<file path="src/rtl/ball_physics.sv">
// Per-frame ball motion engine: gravity, wall/ceiling/net bounces, player hits
// and ground-touch scoring in 640x480 game space, updated once per accepted frame tick.
module ball_physics #(
  parameter int FIELD_W      = 640,
  parameter int BALL_SIZE    = 80,
  parameter int GROUND_Y     = 400,
  parameter int NET_LX       = 314,
  parameter int NET_RX       = 326,
  parameter int NET_TOP      = 300,
  parameter int GRAVITY      = 1,
  parameter int MAX_VY       = 15,
  parameter int HIT_VX       = 6,
  parameter int HIT_VY       = 14,
  parameter int HIT_COOLDOWN = 8,
  parameter int SERVE_FRAMES = 60,
  parameter int DEAD_FRAMES  = 90
) (
  input  logic       clk,
  input  logic       reset,
  input  logic       frame_tick,
  input  logic       run,
  input  logic       freeze,
  input  logic       player_cover,
  input  logic       COM_cover,
  input  logic [9:0] p1_x,
  input  logic [9:0] p2_x,
  output logic [9:0] ball_x,
  output logic [9:0] ball_y,
  output logic       point_valid,
  output logic       point_p1,
  output logic [1:0] state
);

  typedef enum logic [1:0] {IDLE = 2'd0, SERVE = 2'd1, FLY = 2'd2, DEAD = 2'd3} state_e;
  typedef logic signed [11:0] s12_t;

  localparam s12_t       X_MAX       = s12_t'(FIELD_W - BALL_SIZE);
  localparam s12_t       BALL        = s12_t'(BALL_SIZE);
  localparam s12_t       HALF_BALL   = s12_t'(BALL_SIZE / 2);
  localparam s12_t       HALF_PLAYER = 12'sd64;
  localparam s12_t       GROUND      = s12_t'(GROUND_Y);
  localparam s12_t       NET_L       = s12_t'(NET_LX);
  localparam s12_t       NET_R       = s12_t'(NET_RX);
  localparam s12_t       NET_T       = s12_t'(NET_TOP);
  localparam s12_t       GRAV        = s12_t'(GRAVITY);
  localparam s12_t       VY_MAX      = s12_t'(MAX_VY);
  localparam s12_t       VX_HIT      = s12_t'(HIT_VX);
  localparam s12_t       VY_HIT      = s12_t'(HIT_VY);
  localparam logic [9:0] X_MAX_U     = 10'(FIELD_W - BALL_SIZE);
  localparam logic [9:0] GROUND_U    = 10'(GROUND_Y);
  localparam logic [9:0] NET_REST_U  = 10'(NET_TOP - BALL_SIZE);
  localparam logic [9:0] X_SERVE_P1  = 10'd100;
  localparam logic [9:0] X_SERVE_P2  = 10'(FIELD_W - BALL_SIZE - 100);
  localparam logic [9:0] Y_SERVE     = 10'd40;
  localparam logic [9:0] X_SCORE_P1  = 10'(FIELD_W / 2 - BALL_SIZE / 2);
  localparam logic [3:0] COOLDOWN    = 4'(HIT_COOLDOWN);
  localparam logic [6:0] T_SERVE     = 7'(SERVE_FRAMES);
  localparam logic [6:0] T_DEAD      = 7'(DEAD_FRAMES);

  state_e     state_q, state_d;
  logic [9:0] x_q, x_d, y_q, y_d;
  s12_t       vx_q, vx_d, vy_q, vy_d;
  logic [3:0] cooldown_q, cooldown_d;
  logic [6:0] timer_q, timer_d;
  logic       serve_p1_q, serve_p1_d;
  logic       point_valid_q, point_valid_d;
  logic       point_p1_q, point_p1_d;

  s12_t       xs, ys, ball_cx, player_cx, vy_grav, vx_n, vy_n, nx, ny;
  logic [9:0] x_n, y_n;
  logic       hit, grounded, scored_p1, enter_serve;

  always_comb begin
    // NOTE: every variable is given a default first so no path can infer a latch.
    state_d       = state_q;
    x_d           = x_q;
    y_d           = y_q;
    vx_d          = vx_q;
    vy_d          = vy_q;
    cooldown_d    = cooldown_q;
    timer_d       = timer_q;
    serve_p1_d    = serve_p1_q;
    point_valid_d = 1'b0;
    point_p1_d    = point_p1_q;
    enter_serve   = 1'b0;

    // One flight step: hit or gravity, move, then walls, ceiling, net, ground.
    xs        = $signed({2'b00, x_q});
    ys        = $signed({2'b00, y_q});
    ball_cx   = xs + HALF_BALL;
    player_cx = $signed({2'b00, player_cover ? p1_x : p2_x}) + HALF_PLAYER;
    hit       = (cooldown_q == 4'd0) && (player_cover || COM_cover);
    vy_grav   = (vy_q + GRAV > VY_MAX) ? VY_MAX : vy_q + GRAV;
    vx_n      = hit ? ((ball_cx < player_cx) ? -VX_HIT : VX_HIT) : vx_q;
    vy_n      = hit ? -VY_HIT : vy_grav;
    nx        = xs + vx_n;
    ny        = ys + vy_n;
    x_n       = nx[9:0];
    y_n       = ny[9:0];

    if (nx < 0) begin
      x_n  = '0;
      vx_n = -vx_n;
    end else if (nx > X_MAX) begin
      x_n  = X_MAX_U;
      vx_n = -vx_n;
    end
    if (ny < 0) begin
      y_n  = '0;
      vy_n = -vy_n;
    end
    if ((nx + BALL > NET_L) && (nx < NET_R) && (ny + BALL > NET_T)) begin
      if (ys + BALL <= NET_T) begin
        y_n  = NET_REST_U;
        vy_n = -vy_n;
      end else begin
        x_n  = x_q;
        vx_n = -vx_n;
      end
    end
    grounded = (ny >= GROUND);
    if (grounded) begin
      y_n  = GROUND_U;
      vx_n = '0;
      vy_n = '0;
    end
    scored_p1 = (x_n >= X_SCORE_P1);

    if (!run) begin
      state_d    = IDLE;
      x_d        = X_SERVE_P1;
      y_d        = Y_SERVE;
      vx_d       = '0;
      vy_d       = '0;
      cooldown_d = '0;
      timer_d    = '0;
      serve_p1_d = 1'b1;
      point_p1_d = 1'b0;
    end else if (frame_tick && !freeze) begin
      unique case (state_q)
        IDLE:  enter_serve = 1'b1;
        SERVE: begin
          if (timer_q <= 7'd1) begin
            state_d = FLY;
            vx_d    = '0;
            vy_d    = '0;
          end else begin
            timer_d = timer_q - 7'd1;
          end
        end
        FLY: begin
          x_d        = x_n;
          y_d        = y_n;
          vx_d       = vx_n;
          vy_d       = vy_n;
          cooldown_d = hit ? COOLDOWN : ((cooldown_q != 4'd0) ? cooldown_q - 4'd1 : 4'd0);
          if (grounded) begin
            state_d       = DEAD;
            point_valid_d = 1'b1;
            point_p1_d    = scored_p1;
            serve_p1_d    = scored_p1;
            timer_d       = T_DEAD;
          end
        end
        DEAD: begin
          if (timer_q <= 7'd1) enter_serve = 1'b1;
          else                 timer_d     = timer_q - 7'd1;
        end
        default: ;
      endcase
      if (enter_serve) begin
        state_d = SERVE;
        x_d     = serve_p1_q ? X_SERVE_P1 : X_SERVE_P2;
        y_d     = Y_SERVE;
        timer_d = T_SERVE;
      end
    end
  end

  always_ff @(posedge clk) begin
    // NOTE: sequential state uses non-blocking assignments only.
    if (reset) begin
      state_q       <= IDLE;
      x_q           <= X_SERVE_P1;
      y_q           <= Y_SERVE;
      vx_q          <= '0;
      vy_q          <= '0;
      cooldown_q    <= '0;
      timer_q       <= '0;
      serve_p1_q    <= 1'b1;
      point_valid_q <= 1'b0;
      point_p1_q    <= 1'b0;
    end else begin
      state_q       <= state_d;
      x_q           <= x_d;
      y_q           <= y_d;
      vx_q          <= vx_d;
      vy_q          <= vy_d;
      cooldown_q    <= cooldown_d;
      timer_q       <= timer_d;
      serve_p1_q    <= serve_p1_d;
      point_valid_q <= point_valid_d;
      point_p1_q    <= point_p1_d;
    end
  end

  assign ball_x      = x_q;
  assign ball_y      = y_q;
  assign point_valid = point_valid_q;
  assign point_p1    = point_p1_q;
  assign state       = state_q;

endmodule

</file>
<file path="config.mk">
export PLATFORM = sky130hd
export DESIGN_NAME = ball_physics
export DESIGN_NICKNAME = d
export VERILOG_FILES = /design/src/rtl/ball_physics.sv
export SDC_FILE = /design/constraint.sdc
export NUM_CORES = 1
export LEC_CHECK = 0
export ABC_AREA = 0
export BUFFER_PORTS_ARGS = -buffer_cell sky130_fd_sc_hd__buf_2
export CAP_MARGIN = 25
export CORE_ASPECT_RATIO = 1.4
export CORE_MARGIN = 5
export CORE_UTILIZATION = 45
export DETAILED_ROUTE_END_ITERATION = 10
export PLACE_DENSITY_LB_ADDON = 0.3
export SYNTH_ARGS = -nofsm -noshare
export SYNTH_HDL_FRONTEND = slang
export SYNTH_SLANG_ARGS = --single-unit
</file>
<file path="constraint.sdc">
create_clock -name clk -period 7.6 [get_ports clk]
set_input_delay 0 -clock clk [delete_from_list [all_inputs] [get_ports clk]]
set_output_delay 0 -clock clk [all_outputs]
set_load 0.005 [all_outputs]
</file>
==> results_dict.tcl <==
set metrics [dict create \
    status "completed" \
    grt_start_max_net_pins 30 \
    max_freq_ghz 0.155 \
    post-cts-setup-buffers 0 \
    clock_skew_ns 0.00599 \
    crit_chain "ha_1 -> o21ai_0 -> xnor2_1 -> ha_1 -> a21oi_1 -> o21ai_0 -> or4_1 -> nor2_1 -> nor2_1 -> ha_1 -> nand3_1 -> o22ai_1 -> nor2_1 -> xnor2_1 -> ha_1 -> o21bai_1 -> o311ai_0 -> a2111oi_0 -> a41o_1 -> o31a_1 -> nor3_4 -> inv_2 -> or3_1 -> a32o_1" \
    placed_cells 1085 \
    path_buf_inv 1 \
    post_cts_resized 0 \
    dieWidth_um 113 \
    finalCritPeriodShare_pct 85.0 \
    die_h_um 154 \
    crit_family "simple AND/OR/NAND/NOR gates" \
    dp_hpwl_mm 15.6 \
    met3_wirelength_um 853 \
    ios 51 \
    antenna_cells 0 \
    clk_pin_slew_worst_paths_ns 0.06 \
    holdWs_ns 0.0277 \
    cts_buffer_depth 2 \
    cts.sinks 60 \
    first_pass_iters 5 \
    p_per_area_nw_per_um2 180 \
    worstSetupEndpointType "flop" \
    slew_violations 0 \
    cts_tree "done" \
    overflow 0 \
    hold_buffers 0 \
    synth_warnings 0 \
    routed.top_layer "met4" \
    syn_to_final_growth_pct 11.3 \
    routed_wl_mm 20.1 \
    met1Wirelength_mm 8.20 \
    io_buffers 50 \
    crit_path_start_kind "flop" \
    first_iter_violations 490 \
    maxCapViolCount 0 \
    clk_latency_ns 0.34 \
    crit_path_frequent_cell "ha_1" \
    instances_no_fill 1104 \
    fin_tns_setup_ns 0 \
    slew_headroom_pct 41.1 \
    crit_required_ns 7.83 \
    rsz0062_at_grt "no" \
    synth_area_um2 6650 \
    start_util_pct 45.8 \
    drtAntennaViolNets 0 \
    dr_wl_met2_mm 10.2 \
    vias 6829 \
    avgViaCountPerCell 6.19 \
    netlist_instances 872 \
    grt_usage_pct 22.7 \
    finalCriticalPeriod_ns 6.46 \
    tightest_slew_ns 0.876 \
    setup_viol 0 \
    antenna_found_initial 0 \
    vdd_drop_max_v 0.000120 \
    critPathMaxFanout 17 \
    crit_type "flop to flop" \
    root_buffer "clkbuf_16" \
    grt_pass1_wl_mm 32.7 \
    gp_congestion 0.965 \
    drc_errors 0 \
    leakagePower_nw 2.93 \
    grt_pass1_vias 6543 \
    syn-num-nets 954 \
    fillCellCount 1423 \
    fin_nets 992 \
    hold_path.class "input port to flop" \
    rows 52 \
    hold_violations 0 \
    cts_max_level 3 \
    async_reset_ff_share_pct 0 \
    synth.distinct_cells 91 \
    synth_edf_count 0 \
    cpPeakStageDelay_ns 0.55 \
    die_area_um2 17300 \
    seq_area_frac_synth_pct 18.1 \
    cts_buffers 9 \
    synthFlopType "dfxtp_1" \
    core_um2 14500 \
    wl_per_cell_um 18.2 \
    syn_area_per_cell_um2 7.63 \
    drive_above_1_share_pct 12.6 \
    critPathSlowestCell "nor3_4" \
    critPathArrivalTime_ns 6.69 \
    ys_ff_latch 60 \
]
## cell type report
class | instances | area (um^2) | share of cell area [%]
Clock buffer | 9 | 225 | 3.04
Tap cell | 189 | 236 | 3.20
Sequential cell | 60 | 1200 | 16.2
Inverter | 41 | 154 | 2.08
Timing Repair Buffer | 62 | 340 | 4.60
Multi-Input combinational cell | 736 | 5140 | 69.5
Clock inverter | 7 | 98.8 | 1.34
## logic make-up after synthesis
group / count (synthesis) / share of synthesized area, %
and+or+nand+nor: 307 / 23.9
AOI/OAI and AO/OA: 290 / 31.2
buffers and inverters: 76 / 4.59
xor gates and xnor gates: 67 / 9.05
DFF: 60 / 18.1
adders and majority gates: 55 / 10.6
muxes: 17 / 2.61
## stage by stage
step | total power, mW | worst slack, ns | utilization (%) | instance area, um^2
CTS | 1.32 | 1.26 | 50.9 | 7380
detailed placement | 0.868 | 1.26 | 48.6 | 7050
floorplan | 0.749 | 2.22 | - | 6650
global placement | 0.865 | 1.35 | 48.6 | 7050
global route | 1.40 | 0.692 | 51.0 | 7400
finish | 1.33 | 1.14 | 51.0 | 7400
## final timing paths
path                                  from         end  slack [ns]  depth (start not counted)
worst max-delay path             ball_x[3]     vy_q[2]        1.14                         24
worst min register to register  timer_q[5]  timer_q[5]        0.47                          2
worst max register to register   ball_x[3]     vy_q[2]        1.14                         24
worst min-delay path                   run   ball_y[5]        0.03                          3
## per-layer routing
layer	track usage (%)	up-vias
met2	40.5	184
met1	26.5	3242
met5	0	-
met4	10.5	0
met3	2.87	52
li1	-	3351
## flip-flops by register name, summed over array words and instances, names as in the netlist
register,count
vx_q,12
serve_p1_q,1
state,2
ball_y,10
ball_x,10
point_valid,1
timer_q,7
cooldown_q,4
vy_q,12
point_p1,1
## worst reg2reg max path, stage by stage (launching register included)
cell and delay, ns:
dfxtp_1 0.48, ha_1 0.25, o21ai_0 0.11, xnor2_1 0.16
ha_1 0.35, a21oi_1 0.15, o21ai_0 0.13, or4_1 0.48
nor2_1 0.29, nor2_1 0.12, ha_1 0.40, nand3_1 0.12
o22ai_1 0.37, nor2_1 0.10, xnor2_1 0.38, ha_1 0.21
o21bai_1 0.06, o311ai_0 0.15, a2111oi_0 0.21, a41o_1 0.25
o31a_1 0.32, nor3_4 0.55, inv_2 0.11, or3_1 0.36
a32o_1 0.25
## cells in the final DEF (no fill, tap or decap), drive strengths merged, types with 23 or more instances in the layout
master / instances
xnor2: 37
o21ai: 57
nand3: 23
buf: 61
nor3: 29
a21oi: 68
nor2: 73
nand2: 81
ha: 53
inv: 42
dfxtp: 60
xor2: 30
## synth_stat cells (8+ instances only)
cell type   n  area [um^2]
o31ai_1     8         60.1
ha_1       53          663
nor2_1     73          274
a211oi_1   11         82.6
o211ai_1   10         75.1
dfxtp_1    60         1200
xor2_1     29          254
a31oi_1    11         68.8
nand2_1    80          300
nand3_1    23          115
o21a_1     12         90.1
inv_1      40          150
xnor2_1    36          315
nand2b_1   13         81.3
nor3_1     27          135
nand4_1    10         62.6
and3_1     15         93.8
or3_1      13         81.3
buf_2      16         80.1
o21ai_0    50          250
clkbuf_1   18         67.6
mux2i_1    14          140
a21oi_1    67          335
a22o_1     18          158
## power by group
| part | internal, mW | switching [mW] | leakage, nW |
|---|---|---|---|
| clock | 0.289 | 0.168 | 0.156 |
| combinational | 0.200 | 0.354 | 2.29 |
| sequential | 0.317 | 0.00361 | 0.484 |
| total | 0.806 | 0.525 | 2.93 |
Note: power is estimated with default switching activity, not from simulation.
